==> config.mk <==
export PLATFORM = sky130hd
export DESIGN_NAME = pipe_phy_ctrl
export DESIGN_NICKNAME = d
export VERILOG_FILES = /design/src/rtl/pipe_agent_pkg.sv /design/src/rtl/pipe_phy_lat_cnt.sv /design/src/rtl/pipe_phy_ctrl.sv
export SDC_FILE = /design/constraint.sdc
export NUM_CORES = 1
export LEC_CHECK = 0
export CORE_ASPECT_RATIO = 1.5
export CORE_UTILIZATION = 42
export CTS_CLUSTER_DIAMETER = 30
export DETAILED_ROUTE_END_ITERATION = 10
export PLACE_DENSITY = 0.73
export SLEW_MARGIN = 20
export SYNTH_ARGS = -nofsm -noshare
export SYNTH_HDL_FRONTEND = slang
export SYNTH_HIERARCHICAL = 1
export SYNTH_SLANG_ARGS = --single-unit
==> constraint.sdc <==
create_clock -name clk -period 5.9 [get_ports clk]
set_clock_uncertainty 0.2 [all_clocks]
set_input_delay 0.885 -clock clk [delete_from_list [all_inputs] [get_ports clk]]
set_output_delay 0.885 -clock clk [all_outputs]
set_load 0.005 [all_outputs]
==> src/rtl/pipe_agent_pkg.sv <==
// Shared types for the PIPE PHY control agent: power states, FSM states, RxStatus codes.
// Also holds the elaboration-time helpers used to size the shared latency counter.
package pipe_agent_pkg;

  typedef enum logic [3:0] {
    P0  = 4'd0,
    P0S = 4'd1,
    P1  = 4'd2,
    P2  = 4'd3
  } pwr_state_t;

  typedef enum logic [2:0] {
    RST_HOLD,
    IDLE,
    PD_WAIT,
    RATE_WAIT,
    DET_WAIT,
    ACK
  } phy_state_t;

  localparam logic [2:0] RX_STATUS_DETECTED = 3'b011;
  localparam logic [2:0] RX_STATUS_NONE     = 3'b000;

  function automatic int max4(input int a, input int b, input int c, input int d);
    int m;
    m = a;
    if (b > m) m = b;
    if (c > m) m = c;
    if (d > m) m = d;
    return m;
  endfunction

  // Bits needed to hold max_val-1 (the largest value ever loaded), never less than 1.
  function automatic int cnt_width(input int max_val);
    int w;
    w = 1;
    while ((1 << w) < max_val) w++;
    return w;
  endfunction

endpackage

==> src/rtl/pipe_phy_lat_cnt.sv <==
// Loadable down-counter with a zero flag; one instance is shared by every wait state.
// Load has priority over decrement; decrement saturates at zero.
module pipe_phy_lat_cnt #(
  parameter int WIDTH = 5
) (
  input  logic             clk,
  input  logic             load,
  input  logic [WIDTH-1:0] load_val,
  input  logic             dec,
  output logic             zero
);

  logic [WIDTH-1:0] count;

  always_ff @(posedge clk) begin
    if (load) begin
      count <= load_val;
    end else if (dec && (count != '0)) begin
      count <= count - WIDTH'(1);
    end
  end

  assign zero = (count == '0);

endmodule

==> src/rtl/pipe_phy_ctrl.sv <==
// PIPE PHY-side control FSM: reset hold, power-state / rate changes and receiver detect,
// each acknowledged with a one-cycle phy_status pulse after a parameterised latency.
module pipe_phy_ctrl
  import pipe_agent_pkg::*;
#(
  parameter int RESET_CYCLES   = 16,
  parameter int PD_LATENCY     = 8,
  parameter int RATE_LATENCY   = 32,
  parameter int DETECT_LATENCY = 12
) (
  input  logic       clk,
  input  logic       reset,
  input  logic [3:0] power_down,
  input  logic [3:0] rate,
  input  logic       tx_detect_rx,
  input  logic       rx_present,
  output logic       phy_status,
  output logic [2:0] rx_status,
  output logic       rx_elec_idle,
  output logic [3:0] cur_power_down,
  output logic [3:0] cur_rate,
  output logic       busy
);

  localparam int MAX_LAT = max4(RESET_CYCLES, PD_LATENCY, RATE_LATENCY, DETECT_LATENCY);
  localparam int CW      = cnt_width(MAX_LAT);

  localparam logic [CW-1:0] RST_LD  = CW'(RESET_CYCLES - 1);
  localparam logic [CW-1:0] PD_LD   = CW'(PD_LATENCY - 1);
  localparam logic [CW-1:0] RATE_LD = CW'(RATE_LATENCY - 1);
  localparam logic [CW-1:0] DET_LD  = CW'(DETECT_LATENCY - 1);

  phy_state_t state, state_nxt;
  pwr_state_t cur_pd, pd_req;
  logic [3:0] rate_cur, rate_req;
  logic       det_prev;
  logic       det_hit;

  logic          cnt_load;
  logic [CW-1:0] cnt_val;
  logic          cnt_dec;
  logic          cnt_zero;
  logic          pd_latch;
  logic          rate_latch;

  logic pd_change;
  logic rate_change;
  logic det_rise;

  // Reserved power_down encodings (4..15) never start a transaction.
  assign pd_change   = (power_down <= 4'd3) && (power_down != cur_pd);
  assign rate_change = (rate != rate_cur);
  assign det_rise    = tx_detect_rx && !det_prev;

  pipe_phy_lat_cnt #(
    .WIDTH (CW)
  ) u_lat_cnt (
    .clk      (clk),
    .load     (cnt_load),
    .load_val (cnt_val),
    .dec      (cnt_dec),
    .zero     (cnt_zero)
  );

  always_comb begin
    state_nxt  = state;
    cnt_load   = 1'b0;
    cnt_val    = '0;
    cnt_dec    = 1'b0;
    pd_latch   = 1'b0;
    rate_latch = 1'b0;

    case (state)
      RST_HOLD: begin
        if (cnt_zero) state_nxt = IDLE;
        else          cnt_dec   = 1'b1;
      end
      IDLE: begin
        if (pd_change) begin
          state_nxt = PD_WAIT;
          cnt_load  = 1'b1;
          cnt_val   = PD_LD;
          pd_latch  = 1'b1;
        end else if (rate_change) begin
          state_nxt  = RATE_WAIT;
          cnt_load   = 1'b1;
          cnt_val    = RATE_LD;
          rate_latch = 1'b1;
        end else if (det_rise && (cur_pd == P1)) begin
          state_nxt = DET_WAIT;
          cnt_load  = 1'b1;
          cnt_val   = DET_LD;
        end
      end
      PD_WAIT, RATE_WAIT, DET_WAIT: begin
        if (cnt_zero) state_nxt = ACK;
        else          cnt_dec   = 1'b1;
      end
      ACK: begin
        state_nxt = IDLE;
      end
      default: begin
        state_nxt = RST_HOLD;
      end
    endcase

    // Every reset cycle reloads the hold count, so the full hold restarts on release.
    if (reset) begin
      cnt_load = 1'b1;
      cnt_val  = RST_LD;
      cnt_dec  = 1'b0;
    end
  end

  always_ff @(posedge clk) begin
    if (reset) begin
      state    <= RST_HOLD;
      cur_pd   <= P1;
      pd_req   <= P1;
      rate_cur <= '0;
      rate_req <= '0;
      det_prev <= 1'b0;
      det_hit  <= 1'b0;
    end else begin
      state    <= state_nxt;
      det_prev <= tx_detect_rx;

      if (pd_latch)   pd_req   <= pwr_state_t'(power_down);
      if (rate_latch) rate_req <= rate;

      if ((state == PD_WAIT) && cnt_zero)   cur_pd   <= pd_req;
      if ((state == RATE_WAIT) && cnt_zero) rate_cur <= rate_req;

      // Detect result only lives for the ACK it belongs to.
      if ((state == DET_WAIT) && cnt_zero) det_hit <= rx_present;
      else if (state == ACK)               det_hit <= 1'b0;
    end
  end

  assign phy_status     = (state == RST_HOLD) || (state == ACK);
  assign rx_status      = ((state == ACK) && det_hit) ? RX_STATUS_DETECTED : RX_STATUS_NONE;
  assign rx_elec_idle   = !((cur_pd == P0) && rx_present);
  assign cur_power_down = cur_pd;
  assign cur_rate       = rate_cur;
  assign busy           = (state != IDLE);

endmodule
==> results.cfg, run 1 <==
[global_routing]
grt_pass1_wl_um = 4930
antenna_found_initial = 0
grt_overflow_total = 0
grt_pass1_vias = 1133
grt_start_max_net_pins = 26
grt_use_total_pct = 17.1

[clock_network]
cts_setup_buffers = 0
cts_tree = done
post_cts_resized = 0
clkLatencyLatePin_ps = 270
postCtsHoldBufs = 0
htreeDepth = 1
cts_num_sinks = 26
cts_buffers = 3
cts_root_buf = clkbuf_8
clk_pin_slew_ps = 90
ctsLongestPathBuffers = 2

[synthesis]
yosysMostFrequentCell = dfxtp_1
synth.distinct_cells = 52
async_flop_share_pct = 0
synth_top_area_share_pct = 28.4
synth_nets = 165
synth_edf_count = 5
ys.flop_type = dfxtp_1
synthCells = 152
synth_largest_area_cell = dfxtp_1
synth_area_um2 = 1480
yosys_warnings = 6
synth_common_cells = 21 x dfxtp_1, 9 x nor2_1, 8 x mux2i_1, 8 x nand2_1
synth.avg_cell_area_um2 = 9.75
ys_seq_elements = 26
synth_area_leaders = dfxtp_1 28%, edfxtp_1 10%, mux2i_1 5.4%, xnor2_1 3.5%, xor2_1 3.5%
ys_seq_area_share_pct = 38.5

[timing]
min_period_ps = 3010
final.setup.tns_ps = 0
tightest_slew_ps = 860
finalHoldWorstSlack_ps = 278
rsz0062_at_grt = false
finalHoldViolCount = 0
clock.fmax_mhz = 332
setup_viol = 0
slew_viol_final = 0
timing.slew.headroom_pct = 42.5
finalCritPeriodShare_pct = 51.1
fin_ws_ps = 2890

[power]
ir_drop_v = 0.000159
power_frac_comb_pct = 34.3
finalPower_mw = 0.618
p_per_area_nw_per_um2 = 343
leakagePower_nw = 0.655
p_int_mw = 0.415
power_frac_seq_pct = 41.8
p_switching_mw = 0.203
clkPwrFrac_pct = 23.9
switching_share_pct = 32.9

[setup_path]
startpoint = reset
r2r_setup_slack_ps = 3190
critPathRequiredTime_ps = 5630
r2r_cells = 8
critPathKind = in2reg
reg2reg_from = u_lat_cnt/count[0]
startpoint_type = input port
crit_path_max_fanout = 25
critPathArrivalTime_ps = 2740
reg2reg_to = u_lat_cnt/count[3]
cp-end-kind = register
critical_path.endpoint = u_lat_cnt/count[3]

[finish]
multi_input_area_um2 = 846
area_delta_synth_final_pct = 21.4
drive_gt1_share_pct = 13.4
antenna_cells = 0
seqCellArea_um2 = 571
final.fill_count = 336
layout.nets = 186

[placement]
dp_slack_ps = 2620
globalplace.congestion = 0.803
portBuffers = 24
place_hpwl_um = 2370

[detailed_routing]
drc = 0
routed-via-count = 1164
wire_per_inst_um = 14.5
final_antenna_net_count = 0
drt_iter0_drc = 31
vias_per_cell = 5.44
wl_um = 3100
dr.pass1.iters = 4

[die]
dieArea_um2 = 3780
core_area_um2 = 3380
pin_count = 26
die_w_um = 50.5
initial_core_util_pct = 43.8
rows = 26
dieHeight_um = 74.8

[job]
maxCapViolCount = 0

[hold_path]
hold_path.startpoint = pd_req[3]
min_path_type = reg2reg

[outcome]
status = finished, final reports clean
-- power groups by stage --
| stage | sequential (mW) | clock (mW) | combinational [mW] |
|---|---|---|---|
| after global placement | 0.258 | 0 | 0.200 |
| after detailed placement | 0.262 | 0 | 0.210 |
| final | 0.258 | 0.148 | 0.212 |
| after floorplan | 0.241 | 0 | 0.171 |
| after global routing | 0.262 | 0.154 | 0.232 |
| after CTS | 0.258 | 0.148 | 0.212 |
-- registers in the layout, summed over array words and instances, names as in the netlist --
signal	count
rate_req	4
state	3
pd_req	4
u_lat_cnt/count	5
cur_rate	4
det_hit	1
cur_power_down	4
det_prev	1
-- cell type report --
cell class	instances	area share (%)
Multi-Input combinational cell	113	47.0
Timing Repair Buffer	24	13.4
Clock inverter	1	1.67
Clock buffer	3	2.29
Tap cell	42	2.92
Inverter	5	1.04
Sequential cell	26	31.7
-- stage by stage --
| stage | area, µm² | instances | utilization (%) |
|---|---|---|---|
| 5_1_grt | 1800 | 214 | 53.2 |
| 3_3_place_gp | 1730 | 210 | 51.1 |
| 3_5_place_dp | 1730 | 210 | 51.1 |
| 2_1_floorplan | 1480 | 152 | - |
| 4_1_cts | 1800 | 214 | 53.2 |
| 6_report | 1800 | 214 | 53.2 |
-- layout by cell type, fill, tap and decap left out, types with 2 or more instances in the layout --
cell type        count
a31oi_1              2
nand3_1              5
nor2_1               9
a211o_1              2
nand2_1              8
mux2i_1              8
nor3_2               2
o21bai_1             2
clkdlybuf4s50_1     24
o21ai_1              7
xnor2_1              6
and2_1               2
dfxtp_1             21
xor2_1               6
nand2b_1             4
o21ai_0              5
nor3_1               2
nand3b_1             2
inv_2                2
mux2_2               2
clkbuf_8             3
xor2_2               2
nor2b_1              5
edfxtp_1             5
a21oi_1              7
inv_1                3
-- worst max-delay path: stages --
cell	delay, ps
clkdlybuf4s50_1	1030
a21oi_2	130
o21ai_1	360
o21bai_1	330
-- routing by layer --
metal	vias to the layer above	global-route usage [%]	part of all wire, %
met5	-	0	0
met4	0	6.79	2.8
met3	9	1.41	2.3
met2	24	33.3	55
met1	553	18.8	40
li1	578	-	-
-- worst min path at each step --
stage                              endpoint  slack (ps)  depth (start not counted)
after floorplan                   pd_req[2]         230                          1
after global placement    cur_power_down[1]         250                          1
after detailed placement          pd_req[3]         260                          1
after CTS                         pd_req[3]         280                          1
after global routing              pd_req[3]         300                          1
final                             pd_req[3]         280                          1
-- kinds of logic (layout without fill, tap and decap cells) --
logic type                 count (synthesis)  count (layout)  synth area share, %
DFF                                       26              26                 38.5
muxes                                     10              10                 6.92
adders and majority gates                  1               1                0.844
and+or+nand+nor                           51              51                 21.5
xor gates and xnor gates                  14              14                 9.28
other                                      1               1                0.253
buffers and inverters                     13              33                 4.47
AOI/OAI and AO/OA                         36              36                 18.2
(Power assumes the default switching activity.)
==> inputs of run 2 (changes only) <==
--- a/config.mk
+++ b/config.mk
@@ -9,7 +9,7 @@
 export CORE_UTILIZATION = 42
 export CTS_CLUSTER_DIAMETER = 30
 export DETAILED_ROUTE_END_ITERATION = 10
-export PLACE_DENSITY = 0.73
+export PLACE_DENSITY = 0.75
 export SLEW_MARGIN = 20
 export SYNTH_ARGS = -nofsm -noshare
 export SYNTH_HDL_FRONTEND = slang
==> constraint.sdc (replaced) <==
create_clock -name clk -period 2.7 [get_ports clk]
set_clock_uncertainty 0.2 [all_clocks]
set_input_delay 0.405 -clock clk [delete_from_list [all_inputs] [get_ports clk]]
set_output_delay 0.405 -clock clk [all_outputs]
set_load 0.005 [all_outputs]
==> results.cfg, run 2 (synthesis gave the netlist of run 1 again) <==
[timing]
slew_viol_final = 0
tightest_slew_ps = 571
timing.slew.headroom_pct = 61.5
clock.fmax_mhz = 402
finalHoldViolCount = 0
min_period_ps = 2490
setup_viol = 0
rsz0062_at_grt = false
final.setup.tns_ps = 0
finalCritPeriodShare_pct = 92.1
fin_ws_ps = 213

[detailed_routing]
drc = 0
dr.pass1.iters = 4
wire_per_inst_um = 13.6
wl_um = 3000
final_antenna_net_count = 0
routed-via-count = 1166
vias_per_cell = 5.28
drt_iter0_drc = 38

[placement]
dp_slack_ps = 92.7
portBuffers = 24
globalplace.congestion = 0.768
place_hpwl_um = 2370

[outcome]
status = finished, final reports clean

[clock_network]
cts_num_sinks = 26
clk_pin_slew_ps = 90
clkLatencyLatePin_ps = 260
cts_root_buf = clkbuf_8
htreeDepth = 1
cts_setup_buffers = 0
cts_tree = done
cts_buffers = 3
post_cts_resized = 0
ctsLongestPathBuffers = 2
postCtsHoldBufs = 0

[die]
pin_count = 26
core_area_um2 = 3380
rows = 26
dieArea_um2 = 3780
dieHeight_um = 74.8
die_w_um = 50.5
initial_core_util_pct = 43.8

[finish]
antenna_cells = 0
drive_gt1_share_pct = 16.2
largest_register_ffs = 5
layout.nets = 193
final_cell_mix = 24 x clkdlybuf4s50_1, 21 x dfxtp_1, 9 x nor2_1, 8 x nand2_1, 8 x mux2i_1
area_delta_synth_final_pct = 23.1
regMostFlops = u_lat_cnt/count
final_common_cell = clkdlybuf4s50_1

[setup_path]
cp_num_buf_inv = 2
cpMostUsedCell = inv_1
startpoint_type = register
critPathKind = reg2reg
critPathArrivalTime_ps = 2200
max_stage_delay_ps = 380
critPathRequiredTime_ps = 2420
cp-end-kind = register
cp_slowest_cell = o21bai_1
critPathTopFamily = compound AO/OA/AOI/OAI gates
crit_chain = inv_1, ha_1, nor3b_2, and2b_2, a211oi_1, nor2b_1, inv_1, o21bai_1
crit_path_max_fanout = 6

[power]
p_per_area_nw_per_um2 = 698
ir_drop_v = 0.000381
leakagePower_nw = 0.676
finalPower_mw = 1.27

[global_routing]
grt_use_total_pct = 17.2
grt_overflow_total = 0
grt_pass1_vias = 1181
antenna_found_initial = 0
grt_start_max_net_pins = 15
grt_pass1_wl_um = 4970

[job]
maxCapViolCount = 0

[hold_path]
min_path_type = reg2reg
==> run 2: cell types whose count changed in the layout (fill, tap and decap cells not counted), sizes merged <==
cell / previous run / this run
buf: 0 / 7
bufinv: 1 / 0
clkinv: 0 / 1
==> run 2: area by class of cell <==
type / instances / area [µm²]
timing repair buffer: 31 / 293
clock buffer: 3 / 41.3
tap: 42 / 52.6
fill: 312 / 1560
inverter: 5 / 18.8
clock inverter: 1 / 3.75
multi-input combinational: 113 / 846
sequential: 26 / 571
==> run 2: final timing paths <==
kind                                    startpoint                  to  slack [ps]  cells past startpoint
worst min register to register           pd_req[1]   cur_power_down[1]         270                      1
worst max-delay path            u_lat_cnt/count[0]  u_lat_cnt/count[0]         210                      8
worst min-delay path                     pd_req[1]   cur_power_down[1]         270                      1
worst max register to register  u_lat_cnt/count[0]  u_lat_cnt/count[0]         210                      8
==> run 2: power by group <==
| part | internal [mW] | total, mW | switching, mW | leakage (nW) |
|---|---|---|---|---|
| sequential | 0.485 | 0.563 | 0.0783 | 0.222 |
| clock | 0.102 | 0.213 | 0.111 | 0.0231 |
| combinational | 0.257 | 0.498 | 0.241 | 0.431 |
==> run 2: worst reg2reg max path: stages, from the launching register on <==
cell and delay, ps:
edfxtp_1 370, inv_1 70, ha_1 220, nor3b_2 170, and2b_2 240, a211oi_1 270, nor2b_1 170, inv_1 50
o21bai_1 380
==> run 2: metal layers <==
metal / part of all wire [%] / track usage (%) / vias to the layer above
met3: 1.4 / 1.41 / 4
met2: 56 / 33.2 / 15
met5: 0 / 0 / -
li1: - / - / 592
met1: 41 / 19.0 / 555
met4: 1.7 / 7.72 / 0
==> run 2: stage by stage <==
stage | hold slack [ps] | area, µm² | std cells | utilization [%]
final | 272 | 1830 | 221 | 54.0
after global routing | 285 | 1830 | 221 | 54.0
after CTS | 275 | 1830 | 221 | 54.0
after detailed placement | 254 | 1780 | 217 | 52.6
after global placement | 246 | 1780 | 217 | 52.6
after floorplan | 230 | 1480 | 152 | -
